--- src/rtl/rva_host_initiator.sv ---
// rva_host_initiator: host-side initiator for the RVA register/vector access protocol.
// Registers one host command at a time toward the PE. Queues PE read data in an in-order
// show-ahead FIFO and returns it to the host. Read credits prevent the FIFO from overflowing.
// Optional feature: define RVA_RESP_TIMEOUT_EN to add the outstanding-read watchdog that
// drives timeout_err; without it timeout_err is constant 0.
module rva_host_initiator #(
  parameter int RESP_DEPTH  = 4,
  parameter int CNT_W       = $clog2(RESP_DEPTH) + 1,
  parameter int TIMEOUT_CYC = 1024
) (
  input  logic             clk,
  input  logic             rst,
  input  logic [168:0]     cmd_msg,
  input  logic             cmd_val,
  output logic             cmd_rdy,
  output logic [168:0]     rva_in_msg,
  output logic             rva_in_val,
  input  logic             rva_in_rdy,
  input  logic [127:0]     rva_out_msg,
  input  logic             rva_out_val,
  output logic             rva_out_rdy,
  output logic [127:0]     resp_msg,
  output logic             resp_val,
  input  logic             resp_rdy,
  output logic [CNT_W-1:0] rd_outstanding,
  output logic             busy,
  output logic             err_unexp,
  output logic             timeout_err
);

  localparam int AW = $clog2(RESP_DEPTH);
  localparam logic [CNT_W-1:0] ONE_C   = CNT_W'(1);
  localparam logic [CNT_W:0]   DEPTH_C = (CNT_W+1)'(RESP_DEPTH);
  localparam logic [AW-1:0]    PTR_ONE = AW'(1);

  logic              run;
  logic [CNT_W-1:0]  fifo_count;
  logic [AW-1:0]     wr_ptr;
  logic [AW-1:0]     rd_ptr;
  logic [127:0]      fifo_mem [RESP_DEPTH];
  logic [CNT_W:0]    used;
  logic              has_credit;
  logic              cmd_take;
  logic              rd_take;
  logic              rsp_take;
  logic              rsp_push;
  logic              rsp_drop;
  logic              resp_pop;

  // A read needs a credit: outstanding reads plus queued responses must leave a free FIFO slot.
  assign used       = {1'b0, rd_outstanding} + {1'b0, fifo_count};
  assign has_credit = (used < DEPTH_C);

  assign cmd_rdy  = run & (~rva_in_val | rva_in_rdy) & (cmd_msg[168] | has_credit);
  assign cmd_take = cmd_val & cmd_rdy;
  assign rd_take  = cmd_take & ~cmd_msg[168];

  assign rva_out_rdy = run;
  assign rsp_take    = rva_out_val & rva_out_rdy;
  assign rsp_push    = rsp_take & (rd_outstanding != '0);
  assign rsp_drop    = rsp_take & (rd_outstanding == '0);

  assign resp_val = (fifo_count != '0);
  assign resp_msg = fifo_mem[rd_ptr];
  assign resp_pop = resp_val & resp_rdy;

  assign busy = rva_in_val | (rd_outstanding != '0) | resp_val;

  // Run flag keeps every handshake output low while reset is held and rises one cycle later.
  always_ff @(posedge clk or negedge rst) begin
    if (!rst) run <= 1'b0;
    else      run <= 1'b1;
  end

  // Single-entry command stage; message and valid hold while the PE stalls.
  always_ff @(posedge clk or negedge rst) begin
    if (!rst) begin
      rva_in_msg <= '0;
      rva_in_val <= 1'b0;
    end else if (cmd_take) begin
      rva_in_msg <= cmd_msg;
      rva_in_val <= 1'b1;
    end else if (rva_in_rdy) begin
      rva_in_val <= 1'b0;
    end
  end

  // Outstanding reads: credit taken at command accept, returned when the PE answers.
  always_ff @(posedge clk or negedge rst) begin
    if (!rst) begin
      rd_outstanding <= '0;
    end else begin
      case ({rd_take, rsp_push})
        2'b10:   rd_outstanding <= rd_outstanding + ONE_C;
        2'b01:   rd_outstanding <= rd_outstanding - ONE_C;
        default: rd_outstanding <= rd_outstanding;
      endcase
    end
  end

  // Sticky flag for a PE response that no read was waiting for.
  always_ff @(posedge clk or negedge rst) begin
    if (!rst)          err_unexp <= 1'b0;
    else if (rsp_drop) err_unexp <= 1'b1;
  end

  // In-order show-ahead response FIFO; storage is cleared so resp_msg reads 0 out of reset.
  always_ff @(posedge clk or negedge rst) begin
    if (!rst) begin
      for (int i = 0; i < RESP_DEPTH; i++) fifo_mem[i] <= '0;
      wr_ptr     <= '0;
      rd_ptr     <= '0;
      fifo_count <= '0;
    end else begin
      if (rsp_push) begin
        fifo_mem[wr_ptr] <= rva_out_msg;
        wr_ptr           <= wr_ptr + PTR_ONE;
      end
      if (resp_pop) rd_ptr <= rd_ptr + PTR_ONE;
      case ({rsp_push, resp_pop})
        2'b10:   fifo_count <= fifo_count + ONE_C;
        2'b01:   fifo_count <= fifo_count - ONE_C;
        default: fifo_count <= fifo_count;
      endcase
    end
  end

`ifdef RVA_RESP_TIMEOUT_EN
  localparam int WD_W = $clog2(TIMEOUT_CYC + 1);
  localparam logic [WD_W-1:0] WD_LAST = WD_W'(TIMEOUT_CYC - 1);
  localparam logic [WD_W-1:0] WD_MAX  = WD_W'(TIMEOUT_CYC);
  localparam logic [WD_W-1:0] WD_ONE  = WD_W'(1);

  logic [WD_W-1:0] wd_cnt;

  // Watchdog counts cycles without a response while reads are pending; flag is sticky.
  always_ff @(posedge clk or negedge rst) begin
    if (!rst) begin
      wd_cnt      <= '0;
      timeout_err <= 1'b0;
    end else if (rsp_take || (rd_outstanding == '0)) begin
      wd_cnt <= '0;
    end else if (wd_cnt != WD_MAX) begin
      wd_cnt <= wd_cnt + WD_ONE;
      if (wd_cnt == WD_LAST) timeout_err <= 1'b1;
    end
  end
`else
  assign timeout_err = 1'b0;
`endif

endmodule

--- config.mk ---
export PLATFORM = sky130hd
export DESIGN_NAME = rva_host_initiator
export DESIGN_NICKNAME = d
export VERILOG_FILES = /design/src/rtl/rva_host_initiator.sv
export SDC_FILE = /design/constraint.sdc
export NUM_CORES = 1
export LEC_CHECK = 0
export ABC_AREA = 0
export CAP_MARGIN = 20
export CELL_PAD_IN_SITES_DETAIL_PLACEMENT = 1
export CELL_PAD_IN_SITES_GLOBAL_PLACEMENT = 2
export CORE_ASPECT_RATIO = 1.75
export CORE_MARGIN = 2
export CORE_UTILIZATION = 50
export CTS_CLUSTER_SIZE = 20
export DETAILED_ROUTE_END_ITERATION = 16
export DONT_BUFFER_PORTS = 1
export PLACE_DENSITY_LB_ADDON = 0.25
export SLEW_MARGIN = 20
export SYNTH_ARGS = -nofsm -noshare
export SYNTH_HDL_FRONTEND = slang
export SYNTH_SLANG_ARGS = --single-unit
--- constraint.sdc ---
create_clock -name clk -period 3.8 [get_ports clk]
set_input_delay 0.76 -clock clk [delete_from_list [all_inputs] [get_ports clk]]
set_output_delay 0.76 -clock clk [all_outputs]
set_load 0.05 [all_outputs]
; ---- Yosys cells after proc, flatten, opt, wreduce, memory -nomap -nowiden
; Index checks and enable logic that the tools add are counted.
[word_totals]
inputBits = 303
wordCells = 60
reg_bits = 694
out_inout_bits = 307
[classes]
mux = 10
add_sub_neg = 7
reduce_logical = 7
n_eq_ne = 4
bitwise_logic = 16
n_lt_le_gt_ge = 4
[op_table]
columns = cell, count
row1 = bitwise mux 512 bit, 1
row2 = two-way mux 128 bit, 3
row3 = binary-select mux 128 bit (select 2 bit), 1
row4 = demux 128 bit (select 2 bit), 1
row5 = case mux 3 bit (2 select lines), 2
row6 = AND 1 bit, 8
row7 = adder 3 x 1 -> 3 bit (second input constant), 2
row8 = >= comparator 3 bit (second input constant), 2
row9 = NOT 2 -> 3 bit, 2
row10 = nonzero test 2 bit, 3
row11 = nonzero test 3 bit, 2
row12 = subtractor 3 x 1 -> 3 bit (second input constant), 2
row13 = adder 2 x 1 -> 2 bit (second input constant), 2
row14 = adder 3 x 3 -> 4 bit, 1
row15 = equality test 2 x 1 -> 1 bit (second input constant), 2
row16 = equality test 2 bit (second input constant), 2
row17 = less-than comparator 4 x 3 -> 1 bit (second input constant), 1
row18 = OR 1 bit, 4
row19 = zero test 3 bit, 1
row20 = less-than comparator 3 x 1 -> 1 bit (second input constant), 1
row21 = two-way mux 1 bit, 2
row22 = NOT 1 bit, 2
row23 = logical AND 1 bit, 1

; ---- Longest topological paths before layout
; Gate-level depths: netlist of the first run.
[logic_depth]
ltp_word = 8
ltp_mapped = 10
depth_no_buf = 10

; ---- Worst setup path before layout of the first run
; OpenSTA, ideal clock, no wires.
[synth_timing]
path_type = reg-to-output
from = register rd_outstanding[2]
to = output port cmd_rdy
required_time_ns = 3.040
path_stages_with_launch = 5
path_buffers = 0
setup_slack_ns = 1.069
t_arrival_ns = 1.971
cell_sequence = dfrtp_1 ha_1 nor3_1 a21oi_1 nor2_1
[synth_via]
elab_chain_cells = 4
[synth_rtl]
columns = element, line
row1 = start: declaration, 25  ; output logic [CNT_W-1:0] rd_outstanding,
row2 = start signal: assignment, 94  ; 2'b10: rd_outstanding <= rd_outstanding + ONE_C;
row3 = start signal: assignment, 95  ; 2'b01: rd_outstanding <= rd_outstanding - ONE_C;
row4 = start signal: assignment, 96  ; default: rd_outstanding <= rd_outstanding;
row5 = adder 3 x 3 -> 4 bit, 51  ; assign used = {1'b0, rd_outstanding} + {1'b0, fifo_count};
row6 = less-than comparator 4 x 3 -> 1 bit, 52  ; assign has_credit = (used < DEPTH_C);
row7 = OR 1 bit, 54  ; assign cmd_rdy = run & (~rva_in_val | rva_in_rdy) & (cmd_msg[168] | has_credit);
row8 = AND 1 bit, 54
row9 = end: declaration, 15  ; output logic cmd_rdy,
; Every way passes these cells.

; ---- Worst setup path after layout of the first run
; Same ends and word-level chain as after synthesis.

==> results.yml, run 1 <==
outcome:
  outcome: "finished with violations"
  violations: "negative hold slack, max-slew violations"
timing:
  tightest_slew_ps: 2740
  tns_ps: 0
  slew_headroom_pct: -83.0
  finalHoldViolations: 237
  period_minus_slack_ps: 3250
  fmaxAchievable_ghz: 0.308
  worst_slack_ps: 554
  rsz0062_at_grt: "no"
  clock_skew_ps: 21.6
  hold_slack_ps: -143
  slew_viol_final: 402
  setup-violations-final: 0
  fin_crit_sh_pct: 85.4
grt:
  grt_pass1_wl_mm: 109
  grt_remaining_overflow: 0
  grt_antenna_before_repair: 2
  track_usage_pct: 22.4
  grt_pass1_vias: 17400
  grt_max_degree: 695
cts:
  cts_buffers: 66
  clock-sinks: 694
  cts_buffer_depth: 3
  cts_resized: 0
  clock_latency_ps: 600
  cts_setup_buffers: 0
  cts_root_buffer: "clkbuf_16"
  cts_tree: "done"
  clk_pin_slew_ps: 60
  htreeDepth: 3
placement:
  dp_slack_ps: 913
  io_buffers: 0
  dpl.hpwl_mm: 47.1
  place.gp.congestion: 0.753
route:
  wl_per_cell_um: 28.3
  finalWirelength_mm: 71.6
  drc: 0
  drt-vias-per-instance: 5.81
  drtAntennaViolNets: 0
  first_pass_iters: 4
  drt_iter0_drc: 603
  via_count: 14700
floorplanning:
  die_w_um: 193
  coreArea_um2: 61900
  start_util_pct: 50.4
  boundaryPins: 610
  die-area_um2: 64500
  rows: 121
  die_height_um: 334
final_layout:
  fin_nets: 1988
  syn2layout_area_growth_pct: 7.96
  drive_gt1_share_pct: 53.5
logic_synthesis:
  synth_top_cells_by_area: "dfrtp_1, mux2_4, mux4_2, mux2_2, buf_12"
  yosysUniqueCellTypes: 35
  ys.flop_type: "dfrtp_1"
  seq_area_frac_synth_pct: 55.7
  async_flop_share_pct: 100
  synth_cells: 1669
  synth.most_common_cell: "dfrtp_1"
  synth_edf_count: 0
  synthTopCellsByCount: "dfrtp_1, mux2_4, mux2_2, mux4_2"
  ys_seq_elements: 694
  synth.top_cell.area_share_pct: 55.7
  synth_top_area_cell: "dfrtp_1"
  syn_avg_cell_area_um2: 18.7
  yosys_warnings: 0
  synthesis.area_um2: 31200
  syn-num-nets: 1982
critical_path:
  worstPathRequired_ps: 3040
  path_cells: "ha_1 > nor3_1 > a21oi_1 > nor2_1 > buf_4"
  path_buf_inv: 1
  worstPathArrival_ps: 2490
  critPathKind: "reg -> out"
  cpPeakStageDelay_ps: 700
  start_kind: "flop"
  critPathSlowestCell: "dfrtp_1"
  critPathMaxFanout: 4
  crit_family: "flip-flops"
  worst_setup_path_end_kind: "output pin"
flow_run:
  maxCapViolCount: 0
hold_path:
  hold_path_class: "in -> async"
-- layout make-up --
class / count / area (um^2)
fillers: 5518 / 28200
flip-flops and latches: 694 / 17400
multi-input cells: 860 / 12500
clock buffers: 98 / 2030
well taps: 799 / 1000
repair buffers: 44 / 505
clock inverters: 20 / 216
inverters: 9 / 33.8
diodes: 4 / 10.0
-- per-layer routing --
metal	track usage [%]	vias up	routed length, um
met5	0	-	0
met4	7.54	0	1960
met3	8.73	96	6890
met2	39.5	484	37700
met1	24.1	7999	25100
li1	-	6105	-
-- flip-flops by register name, indices dropped and copies added, names as in the netlist --
signal and count:
rva_out_rdy 1, rd_ptr 2, fifo_count 3, wr_ptr 2, err_unexp 1, fifo_mem 512
rd_outstanding 3, rva_in_val 1, rva_in_msg 169
-- stage by stage --
step / cell area (um^2) / instances / utilization [%] / hold slack [ps]
floorplan: 31200 / 1669 / - / 459
global placement: 31400 / 2406 / 50.8 / 468
CTS: 33700 / 2524 / 54.4 / -181
detailed placement: 31400 / 2406 / 50.8 / 478
global route: 33700 / 2526 / 54.4 / -180
finish: 33700 / 2528 / 54.4 / -143
-- cells by family (layout without fill, tap and decap cells) --
group | after synthesis | after routing | share of synthesized area (%)
AO/OA/AOI/OAI | 5 | 5 | 0.100
XOR/XNOR | 9 | 9 | 0.253
adder cells (fa/ha/maj) | 10 | 10 | 0.449
buffers and inverters | 115 | 171 | 4.25
flip-flops | 694 | 694 | 55.7
multiplexers | 810 | 810 | 38.7
other | 2 | 6 | 0.0241
AND/OR/NAND/NOR | 24 | 24 | 0.622
-- cells in the final DEF (no fill, tap or decap), types with 2 or more instances in the layout --
cell type,n
nor2b_4,2
clkinv_2,10
or3_1,2
ha_1,8
inv_1,9
clkbuf_1,12
mux4_2,128
bufinv_16,4
conb_1,2
dfrtp_4,2
clkbuf_16,71
clkinvlp_4,5
nand3_1,2
clkbuf_8,15
buf_4,30
nor2_1,3
mux2_1,45
mux2_4,400
mux2i_1,2
fa_1,2
xor2_1,5
xnor2_1,4
o21ai_0,2
mux2_2,235
dfrtp_1,692
diode_2,4
buf_12,14
nand2_8,4
nand2_1,5
-- path summary, 6_finish.rpt --
kind | start | end | slack, ps | cells after the start
hold reg to reg | fifo_mem[120] | fifo_mem[120] | 490 | 1
setup reg to reg | rd_outstanding[2] | fifo_mem[403] | 900 | 5
min in group clk | rva_out_msg[115] | fifo_mem[243] | 290 | 1
hold / removal | rst | rva_in_msg[65] | -140 | 0
max in group asynchronous | rst | err_unexp | 1770 | 0
setup / recovery | rd_outstanding[2] | cmd_rdy | 550 | 5
-- worst reg2reg max path, delay by kind of cell, from the launching register on --
kind	cells	cell delay, ps
and+or+nand+nor	3	1260
DFF	1	700
buffers and inverters	1	490
muxes	1	340
Power of run 1 is left out: the tool's default activity adds up to more than one toggle a clock period on the data nets, which glitch-free logic cannot reach.
==> run 2: changes to the inputs <==
- CORE_ASPECT_RATIO: 1.75 -> unset
- TNS_END_PERCENT: unset -> 1
==> run 2 against run 1 <==
The flow still finishes with violations (negative hold slack, max-slew violations); sequential share of layout area decreased by 0.41 points; final area is 0.80% higher; wire length increased by 0.52%; maximum frequency is 2.4% higher.
==> results.yml, run 2 (same netlist as run 1, synthesis figures left out) <==
placement:
  dp_cells: 2429
  dpl.hpwl_mm: 45.8
  place.gp.congestion: 0.756
  io_buffers: 0
route:
  wl_per_cell_um: 28.1
  drt_iter0_drc: 826
  wl_met1_mm: 29.3
  via_count: 14700
  first_pass_iters: 4
  top_layer: "met4"
  dr_wl_met2_mm: 34.9
  finalWirelength_mm: 72.0
  drtAntennaViolNets: 0
  drt-vias-per-instance: 5.72
  met3_length_mm: 6.30
  drc: 0
final_layout:
  n_antenna_cell: 0
  syn2layout_area_growth_pct: 8.82
  instances_no_fill: 2564
  multi_input_area_um2: 12500
  reg_top3: "fifo_mem: 512 flops, rva_in_msg: 169 flops"
  largest_reg_flops: 512
  final_common_cell: "dfrtp_1"
  final_cell_mix: "dfrtp_1, mux2_4, mux2_2, mux4_2, clkbuf_16"
  fillers: 5500
  final-seq-area_um2: 17400
  largest_register: "fifo_mem"
  drive_gt1_share_pct: 53.0
  fin_nets: 1983
timing:
  slew_viol_final: 530
  period_minus_slack_ps: 3170
  tns_ps: 0
  fmaxAchievable_ghz: 0.315
  fin_crit_sh_pct: 83.5
  rsz0062_at_grt: "no"
  finalHoldViolations: 49
  hold_slack_ps: -146
  setup-violations-final: 0
  slew_headroom_pct: -176
  clock_skew_ps: 21.8
  tightest_slew_ps: 4140
floorplanning:
  die_height_um: 254
  boundaryPins: 610
  start_util_pct: 50.6
  die-area_um2: 64400
  die_w_um: 254
  coreArea_um2: 61700
  rows: 91
flow_run:
  maxCapViolCount: 0
outcome:
  violations: "negative hold slack, max-slew violations"
  outcome: "finished with violations"
critical_path:
  reg2reg_depth: 5
  critPathMaxFanout: 66
  worstPathRequired_ps: 3040
  worst_setup_path_end_kind: "output pin"
  worstPathArrival_ps: 2410
  start_kind: "flop"
  critPathKind: "reg -> out"
grt:
  grt_pass1_wl_mm: 110
  grt_max_degree: 695
  grt_antenna_before_repair: 0
  grt_remaining_overflow: 0
  track_usage_pct: 22.5
  grt_pass1_vias: 17100
cts:
  clock-sinks: 694
  cts_root_buffer: "clkbuf_16"
  clk_pin_slew_ps: 60
  cts_buffers: 76
  cts_resized: 0
  cts_setup_buffers: 0
  cts_tree: "done"
  cts_buffer_depth: 3
  clock_latency_ps: 610
  htreeDepth: 3
hold_path:
  hold_path_class: "in -> async"
run 2: path summary, 6_finish.rpt:
kind                            slack (ps)            end               from
worst max-delay path                   630   resp_msg[27]          rd_ptr[0]
worst min-delay path                  -150  fifo_mem[480]                rst
worst max register to register         910  fifo_mem[196]  rd_outstanding[2]
worst min register to register         480  fifo_mem[367]      fifo_mem[367]
max in group asynchronous              710  fifo_mem[426]                rst
min in group clk                       270  fifo_mem[125]   rva_out_msg[125]
run 2: per-stage QoR:
step                      hold slack (ps)  setup slack [ps]  instance area [um^2]  util (%)
after detailed placement              478               904                 31400      50.9
after CTS                            -195               571                 34000      55.0
final                                -146               628                 34000      55.0
after global routing                 -201               488                 34000      55.0
after global placement                468               968                 31400      50.9
after floorplan                       459              1070                 31200         -
run 2: cell type report:
| class | instances | share of cell area [%] |
|---|---|---|
| Clock buffer | 111 | 6.43 |
| Timing Repair Buffer | 29 | 1.30 |
| Multi-Input combinational cell | 860 | 36.9 |
| Sequential cell | 694 | 51.2 |
| Inverter | 9 | 0.0995 |
| Tap cell | 837 | 3.08 |
| Clock inverter | 24 | 1.04 |
run 2: per-layer routing:
metal	vias to the layer above	GRT usage, %
li1	6110	-
met2	356	35.8
met3	94	9.09
met5	-	0
met1	8103	28.6
met4	0	5.85
run 2: worst max-delay path: stages, from the launching register on:
cell	delay (ps)
dfrtp_4	440
buf_12	390
mux4_2	800
Power of run 2 is left out for the same reason.
